==> src/rtl/nts_engine_ctrl_if.sv <==
// Packet-lifecycle bus of the NTS engine controller.
// Groups the dispatcher FIFO, rx buffer / parser handshake and status lines.
//   master : the controller (drives o_* signals, samples i_* signals)
//   slave  : the surrounding engine (drives i_* signals, samples o_* signals)
// Parameter ADDR_WIDTH must match the controller instance (sizes o_word_count).
interface nts_engine_ctrl_if #(
  parameter int unsigned ADDR_WIDTH = 10
);
  logic                  o_busy;
  logic                  i_dispatch_packet_available;
  logic                  i_dispatch_fifo_empty;
  logic                  o_dispatch_fifo_rd_en;
  logic                  o_dispatch_packet_read_discard;
  logic                  o_buffer_clear;
  logic                  o_parser_start;
  logic                  i_parser_done;
  logic                  i_parser_error;
  logic [3:0]            o_state;
  logic [ADDR_WIDTH:0]   o_word_count;
  logic [31:0]           o_packets_processed;
  logic [31:0]           o_packets_dropped;

  modport master (
    output o_busy, o_dispatch_fifo_rd_en, o_dispatch_packet_read_discard,
           o_buffer_clear, o_parser_start, o_state, o_word_count,
           o_packets_processed, o_packets_dropped,
    input  i_dispatch_packet_available, i_dispatch_fifo_empty,
           i_parser_done, i_parser_error
  );

  modport slave (
    input  o_busy, o_dispatch_fifo_rd_en, o_dispatch_packet_read_discard,
           o_buffer_clear, o_parser_start, o_state, o_word_count,
           o_packets_processed, o_packets_dropped,
    output i_dispatch_packet_available, i_dispatch_fifo_empty,
           i_parser_done, i_parser_error
  );
endinterface

==> src/rtl/nts_engine_ctrl.sv <==
// nts_engine_ctrl: packet-lifecycle controller of the NTS engine.
// Copies one packet from the dispatcher FIFO into the rx buffer (enforcing
// MIN_WORDS .. 2**ADDR_WIDTH words), starts the parser, waits for done under a
// watchdog of TIMEOUT_CYCLES, then releases the packet with a discard pulse.
// Ports:
//   i_clk    : clock, all logic on the rising edge
//   i_areset : synchronous active-high reset
//   bus      : nts_engine_ctrl_if.master (dispatcher, buffer/parser, status)
// o_dispatch_fifo_rd_en and o_buffer_clear are combinational; all other
// outputs are registered.
// Optional feature: define NTS_ENGINE_CTRL_COUNTERS_EN to build the 32-bit
// processed/dropped packet counters; otherwise both outputs are tied to 0.
module nts_engine_ctrl #(
  parameter int unsigned ADDR_WIDTH     = 10,
  parameter int unsigned MIN_WORDS      = 6,
  parameter int unsigned TIMEOUT_WIDTH  = 16,
  parameter int unsigned TIMEOUT_CYCLES = 1000
) (
  input  logic              i_clk,
  input  logic              i_areset,
  nts_engine_ctrl_if.master bus
);

  localparam int unsigned WC_W = ADDR_WIDTH + 1;
  localparam logic [WC_W-1:0] MAX_WORDS_W = WC_W'(1) << ADDR_WIDTH;
  localparam logic [WC_W-1:0] MIN_WORDS_W = WC_W'(MIN_WORDS);
  localparam logic [TIMEOUT_WIDTH-1:0] TIMER_LAST = TIMEOUT_WIDTH'(TIMEOUT_CYCLES - 1);

  typedef enum logic [3:0] {
    ST_RESET      = 4'h0,
    ST_EMPTY      = 4'h1,
    ST_COPY       = 4'h2,
    ST_PROCESS    = 4'h3,
    ST_DONE       = 4'h4,
    ST_ERR_BAD    = 4'hC,
    ST_ERR_OVFL   = 4'hD,
    ST_ERR_GENERAL = 4'hE
  } state_t;

  state_t                   state_reg;
  state_t                   state_next;
  logic [WC_W-1:0]          word_count;
  logic [TIMEOUT_WIDTH-1:0] timer;
  logic                     busy_q;
  logic                     discard_q;
  logic                     start_q;
  logic                     rd_en_c;
  logic                     buffer_clear_c;
  logic                     terminal_next_c;

  // Next-state and combinational outputs
  always_comb begin
    state_next      = state_reg;
    rd_en_c         = 1'b0;
    buffer_clear_c  = 1'b0;
    terminal_next_c = 1'b0;
    case (state_reg)
      ST_RESET: begin
        buffer_clear_c = 1'b1;
        state_next     = ST_EMPTY;
      end
      ST_EMPTY: begin
        if (bus.i_dispatch_packet_available && !bus.i_dispatch_fifo_empty)
          state_next = ST_COPY;
      end
      ST_COPY: begin
        rd_en_c = !bus.i_dispatch_fifo_empty && (word_count < MAX_WORDS_W);
        // A full buffer with words still pending means the packet is too long.
        if (!bus.i_dispatch_fifo_empty && (word_count == MAX_WORDS_W))
          state_next = ST_ERR_OVFL;
        else if (bus.i_dispatch_fifo_empty)
          state_next = (word_count < MIN_WORDS_W) ? ST_ERR_BAD : ST_PROCESS;
      end
      ST_PROCESS: begin
        // Parser done takes priority over a watchdog expiring in the same cycle.
        if (bus.i_parser_done)
          state_next = bus.i_parser_error ? ST_ERR_BAD : ST_DONE;
        else if (timer == TIMER_LAST)
          state_next = ST_ERR_GENERAL;
      end
      ST_DONE, ST_ERR_BAD, ST_ERR_OVFL, ST_ERR_GENERAL: begin
        state_next = ST_RESET;
      end
      default: begin
        state_next = ST_RESET;
      end
    endcase
    terminal_next_c = (state_next == ST_DONE)    || (state_next == ST_ERR_BAD) ||
                      (state_next == ST_ERR_OVFL) || (state_next == ST_ERR_GENERAL);
  end

  // State register, word counter, watchdog and registered pulses
  always_ff @(posedge i_clk) begin
    if (i_areset) begin
      state_reg  <= ST_RESET;
      word_count <= '0;
      timer      <= '0;
      busy_q     <= 1'b0;
      discard_q  <= 1'b0;
      start_q    <= 1'b0;
    end else begin
      state_reg <= state_next;
      busy_q    <= (state_next != ST_RESET) && (state_next != ST_EMPTY);
      discard_q <= terminal_next_c;
      start_q   <= (state_reg == ST_COPY) && (state_next == ST_PROCESS);
      // rd_en only strobes below MAX_WORDS, so word_count saturates there.
      if (state_reg == ST_RESET)
        word_count <= '0;
      else if (rd_en_c)
        word_count <= word_count + WC_W'(1);
      if (state_reg == ST_RESET)
        timer <= '0;
      else if (state_reg == ST_PROCESS)
        timer <= timer + TIMEOUT_WIDTH'(1);
    end
  end

`ifdef NTS_ENGINE_CTRL_COUNTERS_EN
  logic [31:0] processed_q;
  logic [31:0] dropped_q;

  // Outcome counters, bumped on entry to the terminal state; wrap naturally
  always_ff @(posedge i_clk) begin
    if (i_areset) begin
      processed_q <= '0;
      dropped_q   <= '0;
    end else if (terminal_next_c) begin
      if (state_next == ST_DONE)
        processed_q <= processed_q + 32'd1;
      else
        dropped_q <= dropped_q + 32'd1;
    end
  end

  assign bus.o_packets_processed = processed_q;
  assign bus.o_packets_dropped   = dropped_q;
`else
  assign bus.o_packets_processed = '0;
  assign bus.o_packets_dropped   = '0;
`endif

  assign bus.o_busy                         = busy_q;
  assign bus.o_dispatch_fifo_rd_en          = rd_en_c;
  assign bus.o_dispatch_packet_read_discard = discard_q;
  assign bus.o_buffer_clear                 = buffer_clear_c;
  assign bus.o_parser_start                 = start_q;
  assign bus.o_state                        = state_reg;
  assign bus.o_word_count                   = word_count;

endmodule

==> src/flat_wrapper.sv <==
// flat-port wrapper written by rule: the top's interface ports become plain ports
module nts_engine_ctrl_flat 
#(
  parameter int unsigned ADDR_WIDTH     = 10,
  parameter int unsigned MIN_WORDS      = 6,
  parameter int unsigned TIMEOUT_WIDTH  = 16,
  parameter int unsigned TIMEOUT_CYCLES = 1000
)
  (i_clk, i_areset, bus_o_busy, bus_o_dispatch_fifo_rd_en, bus_o_dispatch_packet_read_discard, bus_o_buffer_clear, bus_o_parser_start, bus_o_state, bus_o_word_count, bus_o_packets_processed, bus_o_packets_dropped, bus_i_dispatch_packet_available, bus_i_dispatch_fifo_empty, bus_i_parser_done, bus_i_parser_error);
  nts_engine_ctrl_if #(.ADDR_WIDTH(ADDR_WIDTH)) bus_i ();
  input  logic i_clk;
  input  logic i_areset;
  output wire logic [$bits(bus_i.o_busy)-1:0] bus_o_busy;
  output wire logic [$bits(bus_i.o_dispatch_fifo_rd_en)-1:0] bus_o_dispatch_fifo_rd_en;
  output wire logic [$bits(bus_i.o_dispatch_packet_read_discard)-1:0] bus_o_dispatch_packet_read_discard;
  output wire logic [$bits(bus_i.o_buffer_clear)-1:0] bus_o_buffer_clear;
  output wire logic [$bits(bus_i.o_parser_start)-1:0] bus_o_parser_start;
  output wire logic [$bits(bus_i.o_state)-1:0] bus_o_state;
  output wire logic [$bits(bus_i.o_word_count)-1:0] bus_o_word_count;
  output wire logic [$bits(bus_i.o_packets_processed)-1:0] bus_o_packets_processed;
  output wire logic [$bits(bus_i.o_packets_dropped)-1:0] bus_o_packets_dropped;
  input wire logic [$bits(bus_i.i_dispatch_packet_available)-1:0] bus_i_dispatch_packet_available;
  input wire logic [$bits(bus_i.i_dispatch_fifo_empty)-1:0] bus_i_dispatch_fifo_empty;
  input wire logic [$bits(bus_i.i_parser_done)-1:0] bus_i_parser_done;
  input wire logic [$bits(bus_i.i_parser_error)-1:0] bus_i_parser_error;
  assign bus_o_busy = bus_i.o_busy;
  assign bus_o_dispatch_fifo_rd_en = bus_i.o_dispatch_fifo_rd_en;
  assign bus_o_dispatch_packet_read_discard = bus_i.o_dispatch_packet_read_discard;
  assign bus_o_buffer_clear = bus_i.o_buffer_clear;
  assign bus_o_parser_start = bus_i.o_parser_start;
  assign bus_o_state = bus_i.o_state;
  assign bus_o_word_count = bus_i.o_word_count;
  assign bus_o_packets_processed = bus_i.o_packets_processed;
  assign bus_o_packets_dropped = bus_i.o_packets_dropped;
  assign bus_i.i_dispatch_packet_available = bus_i_dispatch_packet_available;
  assign bus_i.i_dispatch_fifo_empty = bus_i_dispatch_fifo_empty;
  assign bus_i.i_parser_done = bus_i_parser_done;
  assign bus_i.i_parser_error = bus_i_parser_error;
  nts_engine_ctrl #(.ADDR_WIDTH(ADDR_WIDTH), .MIN_WORDS(MIN_WORDS), .TIMEOUT_WIDTH(TIMEOUT_WIDTH), .TIMEOUT_CYCLES(TIMEOUT_CYCLES)) u_core (.i_clk(i_clk), .i_areset(i_areset), .bus(bus_i));
endmodule
==> config.mk <==
export PLATFORM = sky130hd
export DESIGN_NAME = nts_engine_ctrl_flat
export DESIGN_NICKNAME = d
export VERILOG_FILES = /design/src/rtl/nts_engine_ctrl_if.sv /design/src/rtl/nts_engine_ctrl.sv /design/src/flat_wrapper.sv
export SDC_FILE = /design/constraint.sdc
export NUM_CORES = 1
export LEC_CHECK = 0
export BUFFER_PORTS_ARGS = -buffer_cell sky130_fd_sc_hd__buf_2
export CAP_MARGIN = 40
export CORE_MARGIN = 3
export CORE_UTILIZATION = 43
export CTS_BUF_LIST = sky130_fd_sc_hd__clkbuf_4 sky130_fd_sc_hd__clkbuf_8 sky130_fd_sc_hd__clkbuf_16
export DETAILED_ROUTE_END_ITERATION = 16
export GPL_ROUTABILITY_DRIVEN = 0
export PLACE_DENSITY_LB_ADDON = 0.08
export SLEW_MARGIN = 20
export SYNTH_ARGS = -nofsm -noshare
export SYNTH_HDL_FRONTEND = slang
export SYNTH_SLANG_ARGS = --single-unit
==> constraint.sdc <==
create_clock -name i_clk -period 4.7 [get_ports i_clk]
set_clock_uncertainty 0.15 [all_clocks]
set_input_delay 0 -clock i_clk [delete_from_list [all_inputs] [get_ports i_clk]]
set_output_delay 0 -clock i_clk [all_outputs]
set_load 0.05 [all_outputs]
==> results.yml <==
outcome:
  status: "finished, final reports clean"
pwr:
  p_switching_mw: 0.245
  pwr-share-comb_pct: 23.6
  power.internal_mw: 0.419
  p_leak_nw: 0.938
  clock_power_share_pct: 32.3
  switching_share_pct: 36.9
  p_seq_share_pct: 44.2
  ir_drop_v: 0.000120
  p_per_area_nw_per_um2: 304
  power_mw: 0.665
timing:
  relSlewSlack_pct: 65.9
  layout_worst_path_cycle_share_pct: 47.6
  grt_setup_unrepaired: "false"
  slew_violations: 0
  setup_tns_ns: 0
  setup_viol: 0
  fmax_mhz: 447
  tightest_slew_ns: 0.511
  final_hold_viol_count: 0
  fin_crit_ns: 2.24
critical_path:
  critPathArrivalTime_ns: 2.31
  crit_buf_inv: 1
  path_max_fanout: 5
  cp_slowest_cell: "dlygate4sd3_1"
  worstSetupPathType: "reg2reg"
  crit_family: "simple AND/OR/NAND/NOR gates"
  cp-end-kind: "flip-flop"
  crit_chain: "ha_1 > and3_1 > nand4_1 > o21ai_0 > dlygate4sd3_1 > a21oi_1 > nor2_1"
  required_ns: 4.77
  cp-start-kind: "flip-flop"
  max_stage_delay_ns: 0.56
routing:
  drc: 0
  dr.pass1.iters: 4
  drtIter0Drc: 41
  drt.antenna.violating_nets: 0
  route.vias.total: 1522
  avgViaCountPerCell: 4.39
  drt_wl_total_mm: 3.72
  wl_per_cell_um: 10.7
global_route:
  use_met3_pct: 3.30
  met2_usage_pct: 21.4
  grt_pass1_vias: 1314
  met1_usage_pct: 18.2
  grt_pass1_wl_mm: 6.09
  grt_max_degree: 19
  overflow: 0
  busiest_layer: "met2"
  grt_use_total_pct: 13.9
  antenna_found_initial: 0
cts:
  root_buffer: "clkbuf_8"
  h-tree-depth: 2
  cts_buffers: 5
  clk_pin_slew_worst_paths_ns: 0.06
  cts_sinks: 34
  hold_buffers: 7
  post_cts_buffers: 0
  tritoncts: "built"
  ctsLongestPathBuffers: 2
  ctsResizeCount: 0
  insertion_delay_ns: 0.28
placement:
  dp_cells: 333
  hpwl_mm: 2.75
  io_buffers: 25
synthesis:
  synthTopCellsByArea: "dfxtp_1 (33%), buf_4 (23%), nor2_1 (5.0%)"
  synth_top_area_share_pct: 32.6
  async_reset_ff_share_pct: 0
  synth_top_area_cell: "dfxtp_1"
  syn_inst: 249
  syn_area_um2: 2090
  synth.ff_latch_count: 34
  ys_warn_count: 0
  synthFlopType: "dfxtp_1"
  synth-edff-count: 0
  syn_avg_cell_area_um2: 8.39
  seq_area_frac_synth_pct: 32.6
  synthDistinctLibCells: 37
finish:
  nNetsFinal: 290
  fin_cells: 347
  fill_cells: 463
  antenna_cells: 0
  area_growth_pct: 4.61
  utilization_pct: 48.2
  drive_gt1_share_pct: 13.8
hold_path:
  hp-class: "in2reg"
die:
  die_h_um: 75.7
  initial_core_util_pct: 46.1
  core_um2: 4530
  ioPinCount: 90
  dieArea_um2: 5730
  num_rows: 24
  die_width_um: 75.7
job:
  drv_cap: 0
-- worst paths after layout --
path                           end                            start  depth (start not counted)  slack, ns
max          u_core.bus.o_state[3]                  u_core.timer[0]                          7       2.46
min          u_core.bus.o_state[1]  bus_i_dispatch_packet_available                          5       0.05
max reg2reg  u_core.bus.o_state[3]                  u_core.timer[0]                          7       2.46
min reg2reg        u_core.timer[9]                  u_core.timer[9]                          2       0.34
-- power by group through the flow --
stage	Sequential, mW	Clock (mW)	Combinational [mW]
CTS	0.294	0.223	0.155
detailed placement	0.300	0	0.151
global route	0.294	0.235	0.166
global placement	0.300	0	0.149
floorplan	0.307	0	0.175
finish	0.294	0.214	0.157
-- cell type report --
class	instances	area (µm²)	share of cell area, %
Inverter	3	11.3	0.515
Tap cell	65	81.3	3.72
Timing Repair Buffer	33	210	9.62
Multi-Input combinational cell	205	1120	51.1
Clock buffer	7	83.8	3.84
Sequential cell	34	681	31.2
-- state kept, by name, summed over array words and instances (netlist names) --
| signal | count |
|---|---|
| u_core.timer | 16 |
| u_core.bus.o_word_count | 11 |
| u_core.bus.o_state | 4 |
| u_core.bus.o_busy | 1 |
| u_core.bus.o_dispatch_packet_read_discard | 1 |
| u_core.bus.o_parser_start | 1 |
-- layer usage --
layer / routed length, µm / up-vias
met5: 0 / -
met2: 1740 / 49
met4: 71 / 0
met1: 1700 / 676
li1: - / 790
met3: 214 / 7
-- cell families after synthesis --
group | after synthesis | synth area share, %
buffers and inverters | 73 | 25.2
and+or+nand+nor | 91 | 25.4
adders and majority gates | 2 | 1.20
muxes | 2 | 0.959
other | 1 | 0.180
AOI/OAI and AO/OA | 31 | 8.15
DFF | 34 | 32.6
xor gates and xnor gates | 15 | 6.29
-- worst reg2reg max path, cell delays in order, from the launching register on --
cell and delay (ns):
dfxtp_1 0.41, ha_1 0.22, and3_1 0.25, nand4_1 0.22, o21ai_0 0.20, dlygate4sd3_1 0.56, a21oi_1 0.06, nor2_1 0.10
-- per-stage QoR --
stage / area [µm²] / hold WS, ns / setup WS, ns
detailed placement: 2030 / 0.120 / 2.71
global route: 2180 / 0.0824 / 2.25
finish: 2180 / 0.0464 / 2.46
floorplan: 2320 / 0.0605 / 1.62
CTS: 2180 / 0.0335 / 2.48
global placement: 2020 / 0.125 / 2.73
-- layout by cell type (no fill, tap or decap), types with 4 or more instances in the layout --
master         synthesis  layout
a21oi_1               16      16
or3_1                  9       9
nor2_1                28      28
buf_2                  4      25
nand2_1               12      12
clkbuf_8               0       5
nand4_1                8       8
o21ai_0                7       7
nor4_1                 5       5
o21ai_1                4       4
xor2_1                 7       7
xnor2_1                8       8
dlygate4sd3_1          0       7
conb_1                 1      64
dfxtp_1               34      34
nand3_1                4       4
-- cells in the mapped netlist, types with 3 or more instances --
cell and instances:
buf_2 4, o21ai_0 7, nor2b_1 3, inv_1 3, xnor2_1 8, nor3_1 3, nor4_1 5, o21ai_1 4
nand3_1 4, nand4_1 8, or3_1 9, xor2_1 7, nand2_1 12, a21oi_1 16, nor2_1 28, and4_1 3
dfxtp_1 34, buf_4 64, and3_1 3
(Power assumes the default switching activity.)
